==> config.mk <==
export PLATFORM = sky130hd
export DESIGN_NAME = key_conditioner
export DESIGN_NICKNAME = d
export VERILOG_FILES = /design/src/rtl/key_cond_pkg.sv /design/src/rtl/key_cond_chan.sv /design/src/rtl/key_conditioner.sv
export SDC_FILE = /design/constraint.sdc
export NUM_CORES = 1
export LEC_CHECK = 0
export CORE_MARGIN = 2
export CORE_UTILIZATION = 55
export CTS_CLUSTER_SIZE = 30
export DETAILED_ROUTE_END_ITERATION = 8
export PLACE_DENSITY = 0.72
export SETUP_SLACK_MARGIN = 0.2
export SLEW_MARGIN = 5
export SYNTH_ARGS = -nofsm -noshare
export SYNTH_HDL_FRONTEND = slang
export SYNTH_HIERARCHICAL = 1
export SYNTH_SLANG_ARGS = --single-unit
==> constraint.sdc <==
create_clock -name fpga_clk_50 -period 2.4 [get_ports fpga_clk_50]
set_clock_uncertainty 0.05 [all_clocks]
set_input_delay 0.48 -clock fpga_clk_50 [delete_from_list [all_inputs] [get_ports fpga_clk_50]]
set_output_delay 0.48 -clock fpga_clk_50 [all_outputs]
set_load 0.05 [all_outputs]
==> src/rtl/key_cond_pkg.sv <==
// Shared types and constants for the key conditioner: channel FSM states,
// default cycle counts and the counter-width helper.
package key_cond_pkg;

   typedef enum logic [1:0] {
      REL   = 2'd0,
      CHK_P = 2'd1,
      HELD  = 2'd2,
      CHK_R = 2'd3
   } key_state_e;

   localparam int unsigned DB_CYCLES_DEF   = 1000000;
   localparam int unsigned LONG_CYCLES_DEF = 50000000;

   // Bits needed to hold 0..max_val, i.e. clog2(max_val+1), never less than 1.
   function automatic int clog2_width(input int unsigned max_val);
      int w;
      w = 1;
      while ((w < 32) && ((max_val >> w) != 0)) w++;
      return w;
   endfunction

endpackage

==> src/rtl/key_cond_chan.sv <==
// One key channel: 2-FF synchroniser, debounce FSM, press/release pulses and,
// when KEY_CONDITIONER_LONG_PRESS_EN is defined, a single long-press pulse.
//
// state | meaning
// REL   | stable released
// CHK_P | low seen, qualifying a press
// HELD  | stable pressed, long counter running
// CHK_R | high seen, qualifying a release (long counter keeps running)
module key_cond_chan
   import key_cond_pkg::*;
#(
   parameter int unsigned DB_CYCLES   = DB_CYCLES_DEF,
   parameter int unsigned LONG_CYCLES = LONG_CYCLES_DEF
) (
   input  logic fpga_clk_50,
   input  logic hps_fpga_reset_n,
   input  logic key_n_i,
   output logic level_o,
   output logic press_o,
   output logic release_o,
   output logic long_o
);

   localparam int CW = clog2_width(LONG_CYCLES);
   localparam logic [CW-1:0] DB_LAST = CW'(DB_CYCLES - 1);
   localparam logic [CW-1:0] CNT_MAX = CW'(LONG_CYCLES);

   key_state_e    state_q, state_d;
   logic [CW-1:0] db_cnt_q, db_cnt_d;
   logic          sync1_q, sync1_d, sync2_q, sync2_d;
   logic          level_q, level_d, press_q, press_d, release_q, release_d;

   always_comb begin
      sync1_d   = key_n_i;
      sync2_d   = sync1_q;
      state_d   = state_q;
      db_cnt_d  = db_cnt_q;
      level_d   = level_q;
      press_d   = 1'b0;
      release_d = 1'b0;
      case (state_q)
         REL: begin
            if (!sync2_q) begin
               state_d  = CHK_P;
               db_cnt_d = CW'(1);
            end
         end
         CHK_P: begin
            if (sync2_q) begin
               state_d  = REL;
               db_cnt_d = '0;
            end else if (db_cnt_q == DB_LAST) begin
               state_d  = HELD;
               level_d  = 1'b1;
               press_d  = 1'b1;
               db_cnt_d = '0;
            end else if (db_cnt_q != CNT_MAX) begin
               db_cnt_d = db_cnt_q + CW'(1);
            end
         end
         HELD: begin
            if (sync2_q) begin
               state_d  = CHK_R;
               db_cnt_d = CW'(1);
            end
         end
         CHK_R: begin
            if (!sync2_q) begin
               state_d  = HELD;
               db_cnt_d = '0;
            end else if (db_cnt_q == DB_LAST) begin
               state_d   = REL;
               level_d   = 1'b0;
               release_d = 1'b1;
               db_cnt_d  = '0;
            end else if (db_cnt_q != CNT_MAX) begin
               db_cnt_d = db_cnt_q + CW'(1);
            end
         end
         default: begin
            state_d  = REL;
            db_cnt_d = '0;
         end
      endcase
   end

   always_ff @(posedge fpga_clk_50) begin
      if (!hps_fpga_reset_n) begin
         sync1_q   <= 1'b1;
         sync2_q   <= 1'b1;
         state_q   <= REL;
         db_cnt_q  <= '0;
         level_q   <= 1'b0;
         press_q   <= 1'b0;
         release_q <= 1'b0;
      end else begin
         sync1_q   <= sync1_d;
         sync2_q   <= sync2_d;
         state_q   <= state_d;
         db_cnt_q  <= db_cnt_d;
         level_q   <= level_d;
         press_q   <= press_d;
         release_q <= release_d;
      end
   end

   assign level_o   = level_q;
   assign press_o   = press_q;
   assign release_o = release_q;

`ifdef KEY_CONDITIONER_LONG_PRESS_EN
   localparam logic [CW-1:0] LONG_LAST = CW'(LONG_CYCLES - 1);

   logic [CW-1:0] long_cnt_q, long_cnt_d;
   logic          long_q, long_d;

   // Counter saturates at LONG_CYCLES so the pulse fires only once per hold.
   always_comb begin
      long_cnt_d = long_cnt_q;
      long_d     = 1'b0;
      if ((state_q == CHK_P) && (state_d == HELD)) begin
         long_cnt_d = '0;
      end else if ((state_q == HELD) || (state_q == CHK_R)) begin
         if (state_d == REL) begin
            long_cnt_d = '0;
         end else if (long_cnt_q != CNT_MAX) begin
            long_cnt_d = long_cnt_q + CW'(1);
            long_d     = (long_cnt_q == LONG_LAST);
         end
      end
   end

   always_ff @(posedge fpga_clk_50) begin
      if (!hps_fpga_reset_n) begin
         long_cnt_q <= '0;
         long_q     <= 1'b0;
      end else begin
         long_cnt_q <= long_cnt_d;
         long_q     <= long_d;
      end
   end

   assign long_o = long_q;
`else
   assign long_o = 1'b0;
`endif

endmodule

==> src/rtl/key_conditioner.sv <==
// Pushbutton conditioner: N_KEY independent debounced channels, active-low in,
// active-high level plus pulses out. Long press enabled by KEY_CONDITIONER_LONG_PRESS_EN.
module key_conditioner
   import key_cond_pkg::*;
#(
   parameter int unsigned N_KEY       = 3,
   parameter int unsigned DB_CYCLES   = DB_CYCLES_DEF,
   parameter int unsigned LONG_CYCLES = LONG_CYCLES_DEF
) (
   input  logic             fpga_clk_50,
   input  logic             hps_fpga_reset_n,
   input  logic [N_KEY-1:0] key_n_i,
   output logic [N_KEY-1:0] key_level_o,
   output logic [N_KEY-1:0] key_press_o,
   output logic [N_KEY-1:0] key_release_o,
   output logic [N_KEY-1:0] key_long_o
);

   for (genvar g = 0; g < int'(N_KEY); g++) begin : g_chan
      key_cond_chan #(
         .DB_CYCLES   (DB_CYCLES),
         .LONG_CYCLES (LONG_CYCLES)
      ) u_chan (
         .fpga_clk_50      (fpga_clk_50),
         .hps_fpga_reset_n (hps_fpga_reset_n),
         .key_n_i          (key_n_i[g]),
         .level_o          (key_level_o[g]),
         .press_o          (key_press_o[g]),
         .release_o        (key_release_o[g]),
         .long_o           (key_long_o[g])
      );
   end

endmodule

==> reports/qor.txt, run 1 <==
static leakage - 2.10 nW
final hold slack - 0.363 ns
Critical Path, Cell by Cell - clkdlybuf4s50_1
setup slack after layout - 0.284 ns
Sink Count - 99
crit end category - output port
Hold WC Path Type - reg -> reg
DR vias - 5395
area growth from synthesis to layout - 9.08%
layout filler cell count - 895
largest net degree at the start of global routing - 32
# rows - 37
Critical Path Source Type - flip-flop
run status - completed
Final Cycle Share - 88.2%
Avg WL per Cell - 17.2 µm
layout cells sized above 1 - 13.3%
GRT Overall Usage - 26.4%
n_diodes - 0
# IOs - 17
Post-synth top flop - dfxtp_1
setup total negative slack - 0 ns
post-synth cell types - 65
Worst EP required - 1.87 ns
Post-Syn Area - 5670 µm²
DRT antenna net count - 0
Die Y - 105 µm
Yosys Warn Count - 6
Mapped Nets - 687
Yosys top cell area share - 35.0%
commonest non-fill, non-tap cell in the layout - dfxtp_1
CTS root buffer - clkbuf_8
CP max stage cell - clkdlybuf4s50_1
antenna violations before repair - 0
setup slack, reg-to-reg - 0.30 ns
Synth Area in Adders - 1.33%
unrepaired setup endpoints after global routing - false
sequential share of the synthesized area - 35.0%
NumNets Final - 690
final setup fails - 0
chip width - 105 µm
Post-CTS Hold Buffers - 0
most frequent cells in the layout - dfxtp_1, nand2_1, a21oi_1
clock slew at reported path FFs - 0.10 ns
1st-iter DRT viols - 355
EDFF count, synth - 0
Hold EP - g_chan[2].u_chan/sync2_q$_SDFF_PN1_
max-slew violation count - 0
post-place setup slack - 0.208 ns
#FFs+latches synth - 99
reg2reg end - g_chan[2].u_chan/db_cnt_q[14]$_SDFFE_PN0P_
CP peak stage delay - 0.82 ns
H-tree depth - 3
Worst VDD drop - 342 µV
WP buf/inv - 1
CTS Buf Count - 9
Hold Crit Depth - 1
Die Area - 11100 µm²
maximum clock frequency - 473 MHz
remaining global-route overflow - 0
most area-hungry cell type in the Yosys netlist - dfxtp_1
clock latency at the later pin of the worst-skew pair - 0.38 ns
core area - 10100 µm²
min Tclk post-route - 2.12 ns
Slew HR - 43.4%
r2r worst-path depth - 5
global placement routability congestion - 0.936
Post-Syn Instances - 676
Top Family by Delay on Critical Path - buffers and inverters
Hold Path Origin - g_chan[2].u_chan/sync1_q$_SDFF_PN1_
Post-CTS Repair Setup Buffers - 0
reg-to-reg startpoint - g_chan[2].u_chan/db_cnt_q[6]$_SDFFE_PN0P_
vias in the first global route - 5091
compound-cell area share of the yosys netlist - 26.0%
kind of critical path - reg -> out
drt first pass iters - 5
dpl hpwl - 9720 µm
multiplexer area fraction after synthesis - 0%
CP Max Fanout - 1
Synth Area in XOR/XNOR - 0.464%
Power Dens Cells - 467 nW/µm²
Via density - 6.58
Worst-Margin Slew - 0.846 ns
Final Cell Area - 6180 µm²
mean post-synth cell area - 8.38 µm²
Synth area leaders - dfxtp_1, nand2_1, a21oi_1
first-pass GRT wire length - 24100 µm
Residual DRC - 0
WL final - 14100 µm
Post-DP Area - 5960 µm²
I/O Buffers - 13
initial core utilization - 55.9%
final hold vios - 0
CTS tree - yes
Synth Area in Simple Gates - 31.4%
share of flip-flops with an asynchronous set or reset - 0%
largest family of logic cells by synthesized area - simple AND/OR/NAND/NOR gates
max-cap violations - 0
WP data arrival - 1.59 ns
Max Buffers Root-to-Sink - 2
## per-stage QoR
step | instances | total power, mW | util [%]
2_1_floorplan | 676 | 1.83 | -
3_3_place_gp | 804 | 1.87 | 58.8
3_5_place_dp | 804 | 1.88 | 58.8
4_1_cts | 820 | 2.92 | 60.7
5_1_grt | 820 | 3.01 | 61.0
6_report | 820 | 2.88 | 61.0
## flip-flops by register name, summed over array words and instances (netlist names), named ones only
name                     flops
g_chan.u_chan/db_cnt_q      78
g_chan.u_chan/level_o        3
g_chan.u_chan/press_o        3
g_chan.u_chan/release_o      3
g_chan.u_chan/state_q        3
g_chan.u_chan/sync1_q        3
g_chan.u_chan/sync2_q        3
## cells in the mapped netlist, types with 15 or more instances
| cell | count |
|---|---|
| a311oi_1 | 18 |
| a41oi_1 | 15 |
| o21ai_0 | 16 |
| nand4_1 | 23 |
| nand3_1 | 33 |
| clkbuf_1 | 24 |
| a21oi_1 | 47 |
| nor3_1 | 34 |
| dfxtp_1 | 99 |
| nor2_1 | 35 |
| a31oi_1 | 15 |
| o211a_1 | 22 |
| inv_1 | 18 |
| nand2_1 | 73 |
| and2_1 | 18 |
## how the worst max path moves through the flow
stage / from / to / slack, ns / cells past startpoint
after CTS: g_chan[0].u_chan/press_o$_SDFF_PP0_ / key_press_o[0] / 0.26 / 1
after floorplan: g_chan[2].u_chan/db_cnt_q[0]$_SDFFE_PN0P_ / g_chan[2].u_chan/db_cnt_q[18]$_SDFFE_PN0P_ / 0.41 / 7
final: g_chan[0].u_chan/press_o$_SDFF_PP0_ / key_press_o[0] / 0.28 / 1
after detailed placement: g_chan[2].u_chan/db_cnt_q[0]$_SDFFE_PN0P_ / g_chan[2].u_chan/db_cnt_q[18]$_SDFFE_PN0P_ / 0.21 / 6
after global placement: g_chan[2].u_chan/db_cnt_q[0]$_SDFFE_PN0P_ / g_chan[2].u_chan/db_cnt_q[18]$_SDFFE_PN0P_ / 0.29 / 6
after global routing: g_chan[2].u_chan/db_cnt_q[0]$_SDFFE_PN0P_ / g_chan[2].u_chan/db_cnt_q[18]$_SDFFE_PN0P_ / 0.20 / 6
## final cells by class
type / count / area, µm² / share of cell area [%]
multi-input cells: 511 / 3400 / 55.0
well taps: 136 / 170 / 2.75
clock buffers: 11 / 151 / 2.45
flip-flops and latches: 99 / 1990 / 32.2
clock inverters: 5 / 37.5 / 0.607
inverters: 18 / 67.6 / 1.09
repair buffers: 40 / 365 / 5.91
## report_power, final
part / internal [mW] / total, mW / switching, mW
Clock: 0.435 / 1.04 / 0.604
Combinational: 0.0501 / 0.172 / 0.122
Sequential: 1.66 / 1.67 / 0.0160
Total: 2.14 / 2.88 / 0.741
## kinds of logic after synthesis
group / Yosys count
AO/OA/AOI/OAI: 194
XOR/XNOR: 3
adder cells (fa/ha/maj): 6
buffers and inverters: 66
flip-flops: 99
other: 3
AND/OR/NAND/NOR: 305
## layer usage
metal,GRT usage [%],part of all wire [%],vias to the layer above,wire length (µm)
met4,10.7,1.6,0,229
met5,0,0,-,0
met1,35.6,45,2577,6400
met3,5.94,6.7,24,947
li1,-,-,2598,-
met2,40.9,46,196,6490
## timing repair
| item | in CTS | in global routing |
|---|---|---|
| hold endpoints to repair | 0 | 0 |
| setup endpoints to repair | 1 | 24 |
| gates resized for setup | 1 | 10 |
| pin swaps | 0 | 3 |
(Power assumes the default switching activity.)
==> run 2: changes to the inputs <==
--- a/config.mk
+++ b/config.mk
@@ -6,11 +6,12 @@
 export NUM_CORES = 1
 export LEC_CHECK = 0
 export CORE_MARGIN = 2
-export CORE_UTILIZATION = 55
+export CORE_UTILIZATION = 62
 export CTS_CLUSTER_SIZE = 30
 export DETAILED_ROUTE_END_ITERATION = 8
-export PLACE_DENSITY = 0.72
+export PLACE_DENSITY = 0.8
 export SETUP_SLACK_MARGIN = 0.2
+export SKIP_CTS_REPAIR_TIMING = 1
 export SLEW_MARGIN = 5
 export SYNTH_ARGS = -nofsm -noshare
 export SYNTH_HDL_FRONTEND = slang
==> run 2 against run 1 <==
  * Maximum frequency is 0.59% lower
  * Critical path depth rose by 4
  * Register-to-register slack got worse by 0.03 ns
  * Die area shrank 11%
==> reports/qor.txt, run 2 (synthesized netlist as in run 1, its figures left out) <==
1st-iter DRT viols - 388 (was 355)
maximum clock frequency - 470 MHz (was 473 MHz)
run status - completed (unchanged)
# rows - 34 (was 37)
Critical Path Source Type - flip-flop (unchanged)
Top Family by Delay on Critical Path - simple AND/OR/NAND/NOR gates (was buffers and inverters)
final setup fails - 0 (unchanged)
CTS Buf Count - 9 (unchanged)
met1 usage - 38.1% (was 35.6%)
Worst-Margin Slew - 0.769 ns (was 0.846 ns)
first-pass GRT wire length - 23900 µm (was 24100 µm)
CTS tree - yes (unchanged)
NumNets Final - 689 (was 690)
Largest Register - g_chan.u_chan/db_cnt_q (unchanged)
CP Max Fanout - 5 (was 1)
met3 GRT Util - 4.78% (was 5.94%)
max-cap violations - 0 (unchanged)
Hold Crit Depth - 1 (unchanged)
Residual DRC - 0 (unchanged)
Critical Path, Cell by Cell - or4_4, or2_1, or3_1, a31oi_1, nor3_1 (was clkdlybuf4s50_1)
kind of critical path - reg -> reg (was reg -> out)
final hold vios - 0 (unchanged)
area growth from synthesis to layout - 9.72% (was 9.08%)
H-tree depth - 3 (unchanged)
remaining global-route overflow - 0 (unchanged)
n_diodes - 0 (unchanged)
Sink Count - 99 (unchanged)
vias in the first global route - 5130 (was 5091)
clock slew at reported path FFs - 0.11 ns (was 0.10 ns)
core area - 8810 µm² (was 10100 µm²)
unrepaired setup endpoints after global routing - true (was false)
setup total negative slack - 0 ns (unchanged)
setup slack, reg-to-reg - 0.27 ns (was 0.30 ns)
crit end category - flip-flop (was output port)
Slew HR - 48.5% (was 43.4%)
Max Buffers Root-to-Sink - 2 (unchanged)
WP buf/inv - 0 (was 1)
CP peak stage delay - 0.57 ns (was 0.82 ns)
dpl cells - 774 (was 804)
layout cells sized above 1 - 13.8% (was 13.3%)
r2r worst-path depth - 5 (unchanged)
max-slew violation count - 0 (unchanged)
Hold WC Path Type - reg -> reg (unchanged)
I/O Buffers - 13 (unchanged)
clock latency at the later pin of the worst-skew pair - 0.38 ns (about the same)
commonest non-fill, non-tap cell in the layout - dfxtp_1 (unchanged)
met2 usage - 47.8% (was 40.9%)
dpl hpwl - 9470 µm (was 9720 µm)
final non-filler cell total - 791 (was 820)
Die Area - 9920 µm² (was 11100 µm²)
global placement routability congestion - 0.972 (was 0.936)
DR vias - 5465 (was 5395)
busiest grt layer - met2 (unchanged)
WP data arrival - 2.34 ns (was 1.59 ns)
min Tclk post-route - 2.13 ns (was 2.12 ns)
CP max stage cell - or4_4 (was clkdlybuf4s50_1)
Stages on worst setup path - 5 (was 1)
WL final - 14200 µm (was 14100 µm)
DRT antenna net count - 0 (unchanged)
Via density - 6.91 (was 6.58)
Power Dens Cells - 482 nW/µm² (was 467 nW/µm²)
largest net degree at the start of global routing - 32 (unchanged)
Die Y - 99.6 µm (was 105 µm)
Avg WL per Cell - 17.9 µm (was 17.2 µm)
chip width - 99.6 µm (was 105 µm)
max FFs per register - 78 (unchanged)
most frequent cells in the layout - dfxtp_1, nand2_1, a21oi_1 (unchanged)
antenna violations before repair - 0 (unchanged)
Final Cycle Share - 88.7% (was 88.2%)
static leakage - 2.13 nW (was 2.10 nW)
Worst EP required - 2.61 ns (was 1.87 ns)
initial core utilization - 64.3% (was 55.9%)
Worst VDD drop - 428 µV (was 342 µV)
drt first pass iters - 5 (unchanged)
CTS root buffer - clkbuf_8 (unchanged)
# IOs - 17 (unchanged)
GRT Overall Usage - 28.9% (was 26.4%)
==> run 2: changes by cell type in the layout (fill, tap and decap cells not counted), moves of 2 or more <==
cell and change:
buf_4 -3, clkbuf_8 -2, buf_12 +2, inv_6 +2
==> run 2: layout make-up <==
type / instances / area [µm²]
clock buffer: 9 / 124
clock inverter: 7 / 83.8
fill: 715 / 2590
inverter: 18 / 67.6
multi-input combinational: 511 / 3440
sequential: 99 / 1990
tap: 108 / 135
timing repair buffer: 39 / 383
==> run 2: stage by stage <==
step	hold WS, ns	total power [mW]	instance area, µm²	setup slack, ns	utilization (%)
after floorplan	0.336	1.83	5670	0.406	-
after global placement	0.342	1.88	5920	0.285	67.2
after detailed placement	0.346	1.88	5920	0.157	67.2
after CTS	0.374	3.00	6130	0.137	69.6
after global routing	0.405	3.09	6220	0.168	70.6
final	0.373	2.99	6220	0.272	70.6
==> run 2: where the power goes <==
group | internal [mW] | total [mW] | leakage, nW | switching, mW
Clock | 0.501 | 1.14 | 0.102 | 0.642
Combinational | 0.0532 | 0.178 | 1.23 | 0.125
Sequential | 1.66 | 1.67 | 0.801 | 0.0166
==> run 2: per-layer routing <==
layer | part of all wire (%) | up-vias
met2 | 48 | 248
met5 | 0 | -
met1 | 43 | 2590
li1 | - | 2600
met3 | 7.2 | 27
met4 | 1.7 | 0
==> run 2: final timing paths <==
| path | from | end |
|---|---|---|
| max | g_chan[2].u_chan/db_cnt_q[6]$_SDFFE_PN0P_ | g_chan[2].u_chan/db_cnt_q[2]$_SDFFE_PN0P_ |
| min | g_chan[0].u_chan/sync1_q$_SDFF_PN1_ | g_chan[0].u_chan/sync2_q$_SDFF_PN1_ |
| max reg2reg | g_chan[2].u_chan/db_cnt_q[6]$_SDFFE_PN0P_ | g_chan[2].u_chan/db_cnt_q[2]$_SDFFE_PN0P_ |
| min reg2reg | g_chan[0].u_chan/sync1_q$_SDFF_PN1_ | g_chan[0].u_chan/sync2_q$_SDFF_PN1_ |
==> run 3: changes to the inputs <==
--- a/config.mk
+++ b/config.mk
@@ -5,11 +5,12 @@
 export SDC_FILE = /design/constraint.sdc
 export NUM_CORES = 1
 export LEC_CHECK = 0
+export ABC_AREA = 1
 export CORE_MARGIN = 2
-export CORE_UTILIZATION = 62
+export CORE_UTILIZATION = 63
 export CTS_CLUSTER_SIZE = 30
 export DETAILED_ROUTE_END_ITERATION = 8
-export PLACE_DENSITY = 0.8
+export PLACE_DENSITY = 0.81
 export SETUP_SLACK_MARGIN = 0.2
 export SKIP_CTS_REPAIR_TIMING = 1
 export SLEW_MARGIN = 5
==> run 3 against run 2 <==
  * Cell area up 14%
  * Sequential power rose by 3%
  * Synthesized cell count rose by 63%
  * Die area is 15% higher
  * Maximum frequency up 3.0%
  * Final cell count up 58%
  * Setup slack better by 0.063 ns
  * Via count increased by 22%
  * Critical path depth fell by 4
==> reports/qor.txt, run 3 <==
first-pass GRT wire length - 26800 µm (was 23900 µm)
most frequent cells in the layout - nand2_1, nor2_1, inv_1 (was dfxtp_1, nand2_1, a21oi_1)
met3 WL - 656 µm (was 1020 µm)
Residual DRC - 0 (unchanged)
DRT antenna net count - 0 (unchanged)
CP max stage cell - clkdlybuf4s50_1 (was or4_4)
Sink Count - 99 (unchanged)
most area-hungry cell type in the Yosys netlist - dfxtp_1 (unchanged)
max FFs per register - 78 (unchanged)
CP peak stage delay - 0.80 ns (was 0.57 ns)
top cells by count, synth - nand2_1, nor2_1, inv_1 (was dfxtp_1, nand2_1, a21oi_1)
commonest non-fill, non-tap cell in the layout - nand2_1 (was dfxtp_1)
reg-to-reg startpoint - g_chan[0].u_chan/db_cnt_q[0]$_SDFFE_PN0P_ (was g_chan[2].u_chan/db_cnt_q[6]$_SDFFE_PN0P_)
Final Cycle Share - 86.1% (was 88.7%)
DR vias - 6650 (was 5465)
CTS root buffer - clkbuf_8 (unchanged)
r2r worst-path depth - 10 (was 5)
Worst EP required - 1.87 ns (was 2.61 ns)
share of flip-flops with an asynchronous set or reset - 0% (unchanged)
WP buf/inv - 1 (was 0)
Yosys top cell area share - 29.7% (was 35.0%)
clock latency at the later pin of the worst-skew pair - 0.39 ns (was 0.38 ns)
dpl cells - 1234 (was 774)
final non-filler cell total - 1250 (was 791)
CTS Buf Count - 9 (unchanged)
mean post-synth cell area - 6.04 µm² (was 8.38 µm²)
Worst VDD drop - 667 µV (was 428 µV)
unrepaired setup endpoints after global routing - false (was true)
CTS tree - yes (unchanged)
Synth area leaders - dfxtp_1, nand2_1, nor2_1 (was dfxtp_1, nand2_1, a21oi_1)
maximum clock frequency - 484 MHz (was 470 MHz)
Max Buffers Root-to-Sink - 2 (unchanged)
largest family of logic cells by synthesized area - simple AND/OR/NAND/NOR gates (unchanged)
remaining global-route overflow - 0 (unchanged)
post-synth cell types - 37 (was 65)
Avg WL per Cell - 12.6 µm (was 17.9 µm)
static leakage - 2.80 nW (was 2.13 nW)
CP Max Fanout - 2 (was 5)
I/O Buffers - 13 (unchanged)
setup total negative slack - 0 ns (unchanged)
M1 WL - 7270 µm (was 6170 µm)
Slew HR - 55.6% (was 48.5%)
Critical Path Source Type - flip-flop (unchanged)
#FFs+latches synth - 99 (unchanged)
Power Dens Cells - 466 nW/µm² (was 482 nW/µm²)
multiplexer area fraction after synthesis - 0% (unchanged)
reg2reg end - g_chan[0].u_chan/db_cnt_q[9]$_SDFFE_PN0P_ (was g_chan[2].u_chan/db_cnt_q[2]$_SDFFE_PN0P_)
Post-Syn Area - 6680 µm² (was 5670 µm²)
largest net degree at the start of global routing - 28 (was 32)
WL final - 15800 µm (was 14200 µm)
Post-synth top flop - dfxtp_1 (unchanged)
sequential share of the synthesized area - 29.7% (was 35.0%)
antenna violations before repair - 0 (unchanged)
Hold EP - g_chan[1].u_chan/sync2_q$_SDFF_PN1_ (was g_chan[0].u_chan/sync2_q$_SDFF_PN1_)
crit end category - output port (was flip-flop)
WP data arrival - 1.54 ns (was 2.34 ns)
Synth Area in Adders - 1.12% (was 1.33%)
Hold Crit Depth - 1 (unchanged)
initial core utilization - 64.7% (was 64.3%)
1st-iter DRT viols - 493 (was 388)
Synth Area in Simple Gates - 47.8% (was 31.4%)
dominant cell by count in the synthesized netlist - nand2_1 (was dfxtp_1)
clock slew at reported path FFs - 0.09 ns (was 0.11 ns)
drt first pass iters - 5 (unchanged)
# rows - 37 (was 34)
layout cells sized above 1 - 9.96% (was 13.8%)
final setup fails - 0 (unchanged)
NumNets Final - 1120 (was 689)
DR top layer - met4 (unchanged)
Die Y - 107 µm (was 99.6 µm)
met2 wire len - 7500 µm (was 6760 µm)
Synth Area in XOR/XNOR - 0.525% (was 0.464%)
Mapped Nets - 1116 (was 687)
core area - 10300 µm² (was 8810 µm²)
min Tclk post-route - 2.07 ns (was 2.13 ns)
setup slack, reg-to-reg - 0.55 ns (was 0.27 ns)
Largest Register - g_chan.u_chan/db_cnt_q (unchanged)
GRT Overall Usage - 29.0% (was 28.9%)
Yosys Warn Count - 6 (unchanged)
Via density - 5.32 (was 6.91)
kind of critical path - reg -> out (was reg -> reg)
max-cap violations - 0 (unchanged)
run status - completed (unchanged)
vias in the first global route - 5965 (was 5130)
Hold WC Path Type - reg -> reg (unchanged)
setup slack after layout - 0.335 ns (was 0.272 ns)
Post-Syn Instances - 1105 (was 676)
# IOs - 17 (unchanged)
area growth from synthesis to layout - 5.70% (was 9.72%)
Top Family by Delay on Critical Path - buffers and inverters (was simple AND/OR/NAND/NOR gates)
compound-cell area share of the yosys netlist - 10.1% (was 26.0%)
chip width - 107 µm (was 99.6 µm)
CP startpoint - g_chan[2].u_chan/level_o$_SDFFE_PN0P_ (was g_chan[2].u_chan/db_cnt_q[6]$_SDFFE_PN0P_)
n_diodes - 0 (unchanged)
Die Area - 11400 µm² (was 9920 µm²)
EDFF count, synth - 0 (unchanged)
final hold vios - 0 (unchanged)
max-slew violation count - 0 (unchanged)
post-place setup slack - 0.341 ns (was 0.157 ns)
Hold Path Origin - g_chan[1].u_chan/sync1_q$_SDFF_PN1_ (was g_chan[0].u_chan/sync1_q$_SDFF_PN1_)
dpl hpwl - 11600 µm (was 9470 µm)
Worst-Margin Slew - 0.665 ns (was 0.769 ns)
Critical Path, Cell by Cell - clkdlybuf4s50_1 (was or4_4, or2_1, or3_1, a31oi_1, nor3_1)
global placement routability congestion - 0.963 (was 0.972)
H-tree depth - 3 (unchanged)
Total Power - 3.29 mW (was 2.99 mW)
-- run 3: cell types whose count changed in the layout (fill, tap and decap cells not counted), sizes merged, moves of 16 or more --
cell / previous run / this run
a311oi: 19 / 0
nor2: 36 / 189
a41oi: 16 / 0
nor3: 39 / 15
o21ai: 16 / 54
a21oi: 47 / 73
buf: 27 / 8
inv: 21 / 139
o211a: 22 / 0
nand3: 34 / 96
and2: 18 / 0
nand2: 73 / 364
-- run 3: final cells by class --
cell class | instances | area [µm²]
Tap cell | 136 | 170
Clock buffer | 10 | 138
Timing Repair Buffer | 20 | 178
Multi-Input combinational cell | 837 | 3990
Sequential cell | 99 | 1980
Clock inverter | 6 | 65.1
Inverter | 142 | 537
Fill cell | 952 | 3260
-- run 3: metal layers --
layer	vias to the layer above	track usage, %
met5	-	0
li1	3474	-
met3	30	6.20
met1	3002	36.6
met4	0	9.83
met2	144	49.1
-- run 3: how the worst max path moves through the flow --
| stage | to | slack (ns) | cells after the start |
|---|---|---|---|
| 3_3_place_gp | g_chan[2].u_chan/db_cnt_q[8]$_SDFFE_PN0P_ | 0.44 | 8 |
| 4_1_cts | key_level_o[2] | 0.31 | 1 |
| 2_1_floorplan | g_chan[0].u_chan/db_cnt_q[16]$_SDFFE_PN0P_ | 0.86 | 11 |
| 3_5_place_dp | g_chan[2].u_chan/db_cnt_q[23]$_SDFFE_PN0P_ | 0.34 | 8 |
| 5_1_grt | key_level_o[2] | 0.27 | 1 |
| 6_report | key_level_o[2] | 0.33 | 1 |
-- run 3: cell families after synthesis --
kind of cell / after synthesis
AND/OR/NAND/NOR: 692
buffers and inverters: 169
other: 3
XOR/XNOR: 4
flip-flops: 99
AO/OA/AOI/OAI: 132
adder cells (fa/ha/maj): 6
-- run 3: report_power, final --
part	switching, mW	leakage, nW	internal [mW]
combinational	0.312	1.90	0.135
sequential	0.0472	0.800	1.68
clock	0.606	0.102	0.510
total	0.966	2.80	2.32
-- run 3: stage by stage --
| stage | util [%] | hold WS (ns) | cell area, µm² |
|---|---|---|---|
| floorplan | - | 0.343 | 6680 |
| global placement | 66.4 | 0.354 | 6850 |
| detailed placement | 66.4 | 0.352 | 6850 |
| CTS | 68.3 | 0.378 | 7050 |
| global route | 68.4 | 0.394 | 7060 |
| finish | 68.4 | 0.371 | 7060 |
